===== src/rtl/iig_pkg.sv =====
// ============================================================================
// iig_pkg : shared state encoding and counter-width helpers for the IIG control
// Revision: 1.0
// ============================================================================
`default_nettype none

package iig_pkg;

    typedef enum logic [1:0] {
        ST_IDLE   = 2'd0,
        ST_ACTIVE = 2'd1,
        ST_DRAIN  = 2'd2,
        ST_DONE   = 2'd3
    } state_t;

    // Width of a counter that must hold 0..n-1, never narrower than one bit.
    function automatic int cnt_w(input int n);
        return (n <= 1) ? 1 : $clog2(n);
    endfunction

    function automatic int col_w(input int img_w);
        return cnt_w(img_w);
    endfunction

    function automatic int row_w(input int img_h);
        return cnt_w(img_h);
    endfunction

endpackage

`default_nettype wire


===== src/rtl/iig_pos_counter.sv =====
// ============================================================================
// iig_pos_counter : column/row pixel position counter with wrap flags
// Revision: 1.0
// ============================================================================
`default_nettype none

module iig_pos_counter
    import iig_pkg::*;
#(
    parameter int IMG_W = 80,
    parameter int IMG_H = 60
) (
    input  logic                       clk,
    input  logic                       rst_n,
    input  logic                       clr,
    input  logic                       en,
    output logic [col_w(IMG_W)-1:0]    col,
    output logic [row_w(IMG_H)-1:0]    row,
    output logic                       col_last,
    output logic                       row_last
);

    localparam int COL_W = col_w(IMG_W);
    localparam int ROW_W = row_w(IMG_H);

    assign col_last = (col == COL_W'(IMG_W - 1));
    assign row_last = (row == ROW_W'(IMG_H - 1));

    always_ff @(posedge clk or negedge rst_n) begin
        if (!rst_n) begin
            col <= '0;
            row <= '0;
        end else if (clr) begin
            col <= '0;
            row <= '0;
        end else if (en) begin
            if (col_last) begin
                col <= '0;
                row <= row_last ? '0 : row + 1'b1;
            end else begin
                col <= col + 1'b1;
            end
        end
    end

endmodule

`default_nettype wire


===== src/rtl/iig_frame_ctrl.sv =====
// ============================================================================
// iig_frame_ctrl : frame sequencer for the integral-image generator datapath
// Optional sticky overflow/protocol error port oErr under IIG_OVF_CHECK_EN.
// Revision: 1.0
// ============================================================================
`default_nettype none

module iig_frame_ctrl
    import iig_pkg::*;
#(
    parameter int IMG_W      = 80,
    parameter int IMG_H      = 60,
    parameter int ADDR_W     = 13,
    parameter int PIPE_LAT   = 2,
    parameter int CONTINUOUS = 0
) (
    input  logic              iClk,
    input  logic              iReset_n,
    input  logic              iRun,
    input  logic              iInput_ready,
    input  logic              iFull_BUF,
    input  logic              iEmpty_BUF,
    output logic              oInt_rst_MAC,
    output logic              oReady_MAC,
    output logic              oSelect_BUF,
    output logic              oRdreq_BUF,
    output logic              oWrreq_BUF,
    output logic              oEnable_SUM,
    output logic [ADDR_W-1:0] oAddr_IIGBRAM,
    output logic              oOutput_ready,
    output logic              oFrame_done,
    output logic              oBusy
`ifdef IIG_OVF_CHECK_EN
    ,
    output logic              oErr
`endif
);

    localparam int COL_W = col_w(IMG_W);
    localparam int ROW_W = row_w(IMG_H);
    localparam int DRN_W = cnt_w(PIPE_LAT);
    localparam logic [ADDR_W-1:0] ADDR_LAST = ADDR_W'(IMG_W * IMG_H - 1);
    localparam logic [DRN_W-1:0]  DRN_LAST  = DRN_W'(PIPE_LAT - 1);

    state_t              state;
    state_t              state_nx;
    logic [COL_W-1:0]    col;
    logic [ROW_W-1:0]    row;
    logic                col_last;
    logic                row_last;
    logic                accept;
    logic                drain_last;
    logic                wr_last;
    logic [DRN_W-1:0]    drain_cnt;
    logic [PIPE_LAT-1:0] pipe;
    logic                ready_mac;
    logic                wrreq;
    logic                enable_sum;
    logic                select;
    logic                frame_done;
    logic [ADDR_W-1:0]   addr;

    assign accept     = iInput_ready & (state == ST_ACTIVE);
    assign drain_last = (state == ST_DRAIN) & (drain_cnt == DRN_LAST);

    iig_pos_counter #(
        .IMG_W (IMG_W),
        .IMG_H (IMG_H)
    ) u_pos (
        .clk      (iClk),
        .rst_n    (iReset_n),
        .clr      (~iRun),
        .en       (accept),
        .col      (col),
        .row      (row),
        .col_last (col_last),
        .row_last (row_last)
    );

    always_ff @(posedge iClk or negedge iReset_n) begin
        if (!iReset_n) state <= ST_IDLE;
        else           state <= state_nx;
    end

    always_comb begin
        state_nx = state;
        case (state)
            ST_IDLE:   if (iRun) state_nx = ST_ACTIVE;
            ST_ACTIVE: if (accept && col_last && row_last) state_nx = ST_DRAIN;
            ST_DRAIN:  if (drain_last) state_nx = ST_DONE;
            ST_DONE:   if (CONTINUOUS != 0) state_nx = ST_ACTIVE;
            default:   state_nx = ST_IDLE;
        endcase
        // Dropping iRun aborts from any state, including the frame-end cycle.
        if (!iRun) state_nx = ST_IDLE;
    end

    always_ff @(posedge iClk or negedge iReset_n) begin
        if (!iReset_n) begin
            pipe       <= '0;
            ready_mac  <= 1'b0;
            wrreq      <= 1'b0;
            wr_last    <= 1'b0;
            drain_cnt  <= '0;
            frame_done <= 1'b0;
            enable_sum <= 1'b0;
            select     <= 1'b0;
            addr       <= '0;
        end else if (!iRun) begin
            pipe       <= '0;
            ready_mac  <= 1'b0;
            wrreq      <= 1'b0;
            wr_last    <= 1'b0;
            drain_cnt  <= '0;
            frame_done <= 1'b0;
            enable_sum <= 1'b0;
            select     <= 1'b0;
            addr       <= '0;
        end else begin
            pipe       <= (pipe << 1) | PIPE_LAT'(accept);
            ready_mac  <= accept;
            // The last row is never read back, so its column sums are not stored.
            wrreq      <= accept & ~row_last;
            wr_last    <= accept & col_last & ~row_last;
            drain_cnt  <= (state == ST_DRAIN) ? drain_cnt + 1'b1 : '0;
            frame_done <= drain_last;
            if (drain_last)
                enable_sum <= 1'b0;
            else if (accept && (row == ROW_W'(1)) && (col == '0))
                enable_sum <= 1'b1;
            if ((state == ST_IDLE) || (state == ST_DONE))
                select <= 1'b0;
            else if (wr_last)
                select <= ~select;
            if (oOutput_ready)
                addr <= (addr == ADDR_LAST) ? '0 : addr + 1'b1;
        end
    end

    assign oInt_rst_MAC  = accept & (col == '0);
    assign oRdreq_BUF    = accept & (row != '0);
    assign oReady_MAC    = ready_mac;
    assign oWrreq_BUF    = wrreq;
    assign oEnable_SUM   = enable_sum;
    assign oSelect_BUF   = select;
    assign oAddr_IIGBRAM = addr;
    assign oOutput_ready = pipe[PIPE_LAT-1] & iRun;
    assign oFrame_done   = frame_done;
    assign oBusy         = (state == ST_ACTIVE) | (state == ST_DRAIN);

`ifdef IIG_OVF_CHECK_EN
    logic err;

    always_ff @(posedge iClk or negedge iReset_n) begin
        if (!iReset_n)
            err <= 1'b0;
        else if (!iRun)
            err <= 1'b0;
        else if ((wrreq & iFull_BUF) | (oRdreq_BUF & iEmpty_BUF) |
                 (iInput_ready & (state != ST_ACTIVE)))
            err <= 1'b1;
    end

    assign oErr = err;
`else
    logic unused_buf_flags;
    assign unused_buf_flags = &{1'b0, iFull_BUF, iEmpty_BUF};
`endif

endmodule

`default_nettype wire


===== config.mk =====
export PLATFORM = sky130hd
export DESIGN_NAME = iig_frame_ctrl
export DESIGN_NICKNAME = d
export VERILOG_FILES = /design/src/rtl/iig_pkg.sv /design/src/rtl/iig_pos_counter.sv /design/src/rtl/iig_frame_ctrl.sv
export SDC_FILE = /design/constraint.sdc
export NUM_CORES = 1
export LEC_CHECK = 0
export ABC_CLOCK_PERIOD_IN_PS = 5100
export BUFFER_PORTS_ARGS = -buffer_cell sky130_fd_sc_hd__buf_4
export CORE_UTILIZATION = 50
export CTS_CLUSTER_SIZE = 12
export DETAILED_ROUTE_END_ITERATION = 16
export GPL_TIMING_DRIVEN = 0
export PLACE_DENSITY = 0.77
export SYNTH_ARGS = -nofsm -noshare
export SYNTH_HDL_FRONTEND = slang
export SYNTH_HIERARCHICAL = 1
export SYNTH_SLANG_ARGS = --single-unit

===== constraint.sdc =====
create_clock -name iClk -period 5.1 [get_ports iClk]
set_input_delay 1.53 -clock iClk [delete_from_list [all_inputs] [get_ports iClk]]
set_output_delay 1.53 -clock iClk [all_outputs]
set_load 0.02 [all_outputs]

# Word-level counts from Yosys, hierarchy flattened
# Index checks and enable logic that the tools add are counted.
dict set report classes {
  n_eq_ne 15
  bitwise 12
  muxes 27
  reduce_logical 10
  add_sub_neg 4
}
# operator n
set ops {}
lappend ops {{$mux W13} 3}
lappend ops {{$mux W6} 4}
lappend ops {{$mux W7} 3}
lappend ops {{$add A13 B1 Y13 const B} 1}
lappend ops {{$eq A13 B13 Y1 const B} 1}
lappend ops {{$mux W1} 12}
lappend ops {{$and A1 B1 Y1} 8}
lappend ops {{$mux W2} 4}
lappend ops {{$add A7 B1 Y7 const B} 1}
lappend ops {{$eq A7 B7 Y1 const B} 1}
lappend ops {{$logic_not A7 Y1} 1}
lappend ops {{$add A6 B1 Y6 const B} 1}
lappend ops {{$eq A6 B1 Y1 const B} 1}
lappend ops {{$eq A6 B6 Y1 const B} 1}
lappend ops {{$ne A2 B1 Y1 const B} 3}
lappend ops {{$ne A3 B1 Y1 const B} 2}
lappend ops {{$pmux W2 S3} 1}
lappend ops {{$reduce_bool A6 Y1} 1}
lappend ops {{$eq A2 B2 Y1 const B} 2}
lappend ops {{$logic_and A1 B1 Y1} 4}
lappend ops {{$ne A4 B1 Y1 const B} 1}
lappend ops {{$ne A3 B2 Y1 const B} 1}
lappend ops {{$ne A3 B3 Y1 const B} 1}
lappend ops {{$reduce_and A3 Y1} 1}
lappend ops {{other kinds (8)} 9}
dict set report word_totals {
  out_inout_bits 22
  register_bits 37
}

# Longest topological paths before layout
dict set report logic_depth {
  depth_word 7
  mapped_depth 8
  mapped_depth_nobuf 7
}

# Modules after synthesis
# Netlist, hierarchy kept.
# mod seq_area_each_um2 n_inst area_each_um2 cells_each
set by_module_without_submodules {}
lappend by_module_without_submodules {iig_frame_ctrl 575.6 1 1219.9 125}
lappend by_module_without_submodules {iig_pos_counter 325.3 1 723.2 75}

# Least setup slack after synthesis
# No wires, ideal clock.
dict set report synth_timing {
  kind {input port to output port}
  from {input iInput_ready}
  to {output oInt_rst_MAC}
  stages 2
  t_required_ns 3.570
  n_path_buf 0
  setup_slack_ns 1.409
  t_arrival_ns 2.161
  path_cell_list {and2_1 -> and3_1}
}
dict set report synth_between {
  elab_chain_cells 2
}
# element line
set synth_rtl {}
lappend synth_rtl {{start, declared} iig_frame_ctrl.sv:20} ;# input logic iInput_ready,
lappend synth_rtl {{$and A1 B1 Y1} iig_frame_ctrl.sv:63} ;# assign accept = iInput_ready & (state == ST_ACTIVE);
lappend synth_rtl {{$and A1 B1 Y1} iig_frame_ctrl.sv:140} ;# assign oInt_rst_MAC = accept & (col == '0);
lappend synth_rtl {{end, declared} iig_frame_ctrl.sv:23} ;# output logic oInt_rst_MAC,
# Every way passes these cells.

# Worst setup path after layout
dict set report layout_timing {
  from {input iInput_ready}
  to {output oInt_rst_MAC}
}
dict set report layout_between {
  elab_chain_cells 2
}
# element line
set layout_rtl {}
lappend layout_rtl {{$and A1 B1 Y1} iig_frame_ctrl.sv:63}
lappend layout_rtl {{via accept} iig_frame_ctrl.sv:51} ;# logic accept;
lappend layout_rtl {{$and A1 B1 Y1} iig_frame_ctrl.sv:140}
# The timed path passes the listed nets, and every way through them passes these cells.

==> run summary <==
Status - completed
YS warnings - 6
Post-synth EDFFs - 0
Req. time, crit path - 3570 ps
Drt wl/cell - 14.4 microns
Post-Route Setup TNS - 0 ps
IO Pins - 28
Syn Nets - 213
RSZ-0062 raised after global routing - no
Layout Cells excl Fill - 281
Peak VDD IR - 0.000255 V
Met2 wire len - 2010 microns
Max-Cap Viols - 0
Met1 wire length - 1880 microns
Worst-Margin Slew - 631 ps
Die area - 0.00414 sq mm
Synth cell types - 49
Startpoint Class - primary input
Hold Buf Count CTS - 0
Syn-to-layout area delta - 18.3%
Top Metal Used - met4
N_diodes - 0
Largest net degree at the start of global routing - 37
Dpl hpwl - 2810 microns
DR vias/cell - 5.81
GRT Total Usage - 21.7%
DRT iter0 DRCs - 131
Met3 routed WL - 111 microns
Sequential fraction of the synthesis area - 46.4%
Buffers added on ports - 25
Core area - 0.00369 sq mm
Dpl cells - 273
P_leak - 1.08 nW
FP Rows - 22
TritonCTS Buffers - 5
Min-Delay Path Class - flop to flop
Most frequent cells after synthesis - 36 x dfrtp_1, 25 x nand2_1, 15 x nand3_1
Fin. Hold Viols - 0
Final ANT Viol Nets - 0
Post-Route Skew - 8.14 ps
Hold slack - 470 ps
Synthesized area per cell - 9.72 sq um
Post-CTS setup buffer count - 0
H-tree Lvls - 2
Root Buffer Master - clkbuf_8
Clk Latency, worst-skew pair - 280 ps
Relative slew slack - 57.6%
Layout cells sized above 1 - 17.6%
Mapped Cells - 200
Async set or reset register ratio after synthesis - 100%
First-pass GRT wire length - 6950 microns
Gr ovfl total - 0
Final net count - 245
Crit Path Category - primary input to output pin
Post_cts resized - 0
Initial Util - 52.7%
Vias in the first global route - 1511
Longest Clk Path Bufs - 2
Synthesis-stage register bit count - 36
CP endpoint kind - output pin
Setup Viol. Count Final - 0
Most frequent cell after synthesis - dfrtp_1
RePlAce Congestion - 0.790
Max Fclk - 254 MHz
Die extent in x - 64.3 microns
Main synth FF type - dfrtp_1
Yosys top cell area share - 46.4%
Post-Route WL - 4040 microns
Top cells by area, synth - dfrtp_1 46%, nand2_1 4.8%, ha_1 4.5%
DR vias - 1633
Pins Over Slew Limit - 0
TritonCTS clock tree - done
Initial antenna violation count - 0
Layout filler cell count - 322
Worst-path fanout max - 10
Minimum clock period after layout - 3940 ps
PwrDens - 298 mW/mm^2
First-pass iteration count of the detailed router - 4
Period Utilization, post-route - 77.2%
CTS Sinks - 36
Critical path arrival - 2410 ps
Synthesized area - 0.00194 sq mm
Area leader, netlist - dfrtp_1
DRC viols - 0
Die height - 64.3 microns
Clock-pin transition on the worst setup and hold timing paths - 60 ps
-- logic make-up (layout without fill, tap and decap cells) --
group	after synthesis	after routing	share of synthesized area [%]
compound gates	36	36	13.3
xor+xnor	6	6	2.70
fa+ha+maj	7	7	4.51
buf+inv	10	43	2.06
flops	36	36	46.4
mux	5	5	2.70
simple gates	100	100	28.4
-- stage by stage --
| stage | worst slack, ps | instance area (sq um) | power [mW] | util (%) |
|---|---|---|---|---|
| 2_1_floorplan | 1410 | 1940 | 0.405 | - |
| 3_3_place_gp | 1160 | 2190 | 0.445 | 59.4 |
| 3_5_place_dp | 1180 | 2190 | 0.450 | 59.4 |
| 4_1_cts | 1160 | 2300 | 0.692 | 62.3 |
| 5_1_grt | 1100 | 2300 | 0.720 | 62.3 |
| 6_report | 1160 | 2300 | 0.685 | 62.3 |
-- flip-flops by register name, summed over array words and instances (netlist names) --
| register | flops |
|---|---|
| drain_cnt | 1 |
| oAddr_IIGBRAM | 13 |
| oEnable_SUM | 1 |
| oFrame_done | 1 |
| oReady_MAC | 1 |
| oSelect_BUF | 1 |
| oWrreq_BUF | 1 |
| pipe | 1 |
| state | 2 |
| u_pos/col | 7 |
| u_pos/row | 6 |
| wr_last | 1 |
-- area by class of cell --
cell class	instances	area, sq um	share of cell area, %
Clock buffer	6	72.6	3.16
Clock inverter	2	35.0	1.52
Buffer	3	13.8	0.599
Timing Repair Buffer	25	188	8.17
Inverter	7	26.3	1.14
Multi-Input combinational cell	154	1000	43.6
Sequential cell	36	901	39.2
Tap cell	48	60.1	2.61
-- final timing paths --
| path | from | endpoint | slack [ps] | depth (start not counted) |
|---|---|---|---|---|
| worst max-delay path | iInput_ready | oInt_rst_MAC | 1160 | 4 |
| min in group asynchronous | iReset_n | oAddr_IIGBRAM[5] | 1180 | 1 |
| max in group asynchronous | iReset_n | u_pos/col[2] | 3580 | 1 |
| worst max register to register | state[1] | u_pos/row[5] | 2700 | 8 |
| worst min-delay path | drain_cnt | drain_cnt | 470 | 1 |
| worst min register to register | drain_cnt | drain_cnt | 470 | 1 |
-- layout by cell type, fill, tap and decap left out, drive strengths merged, types with 3 or more instances in the layout --
cell type and instances:
buf 26, a31oi 3, nand4 3, a21oi 8
xor2 5, nand2b 4, and4 3, and2 6
or3 7, nand2 25, ha 7, o211ai 3
o21ai 4, nor2 10, mux2i 3, and3 5
nand3 15, inv 6, clkbuf 8, nor3 8
nor2b 5, dfrtp 36
-- metal layers --
metal / track usage, % / up-vias
met5: 0 / -
met4: 8.06 / 0
met3: 4.82 / 4
li1: - / 802
met2: 35.5 / 28
met1: 27.9 / 799
-- power by group --
group	internal (mW)	switching, mW
registers	0.300	0.0139
logic	0.0550	0.0752
clock network	0.145	0.0963
total	0.500	0.185
-- critical path, stage by stage --
cell and delay, ps:
buf_4 80, and2_1 360, and3_1 270, buf_4 160
Note: power is estimated with default switching activity, not from simulation.
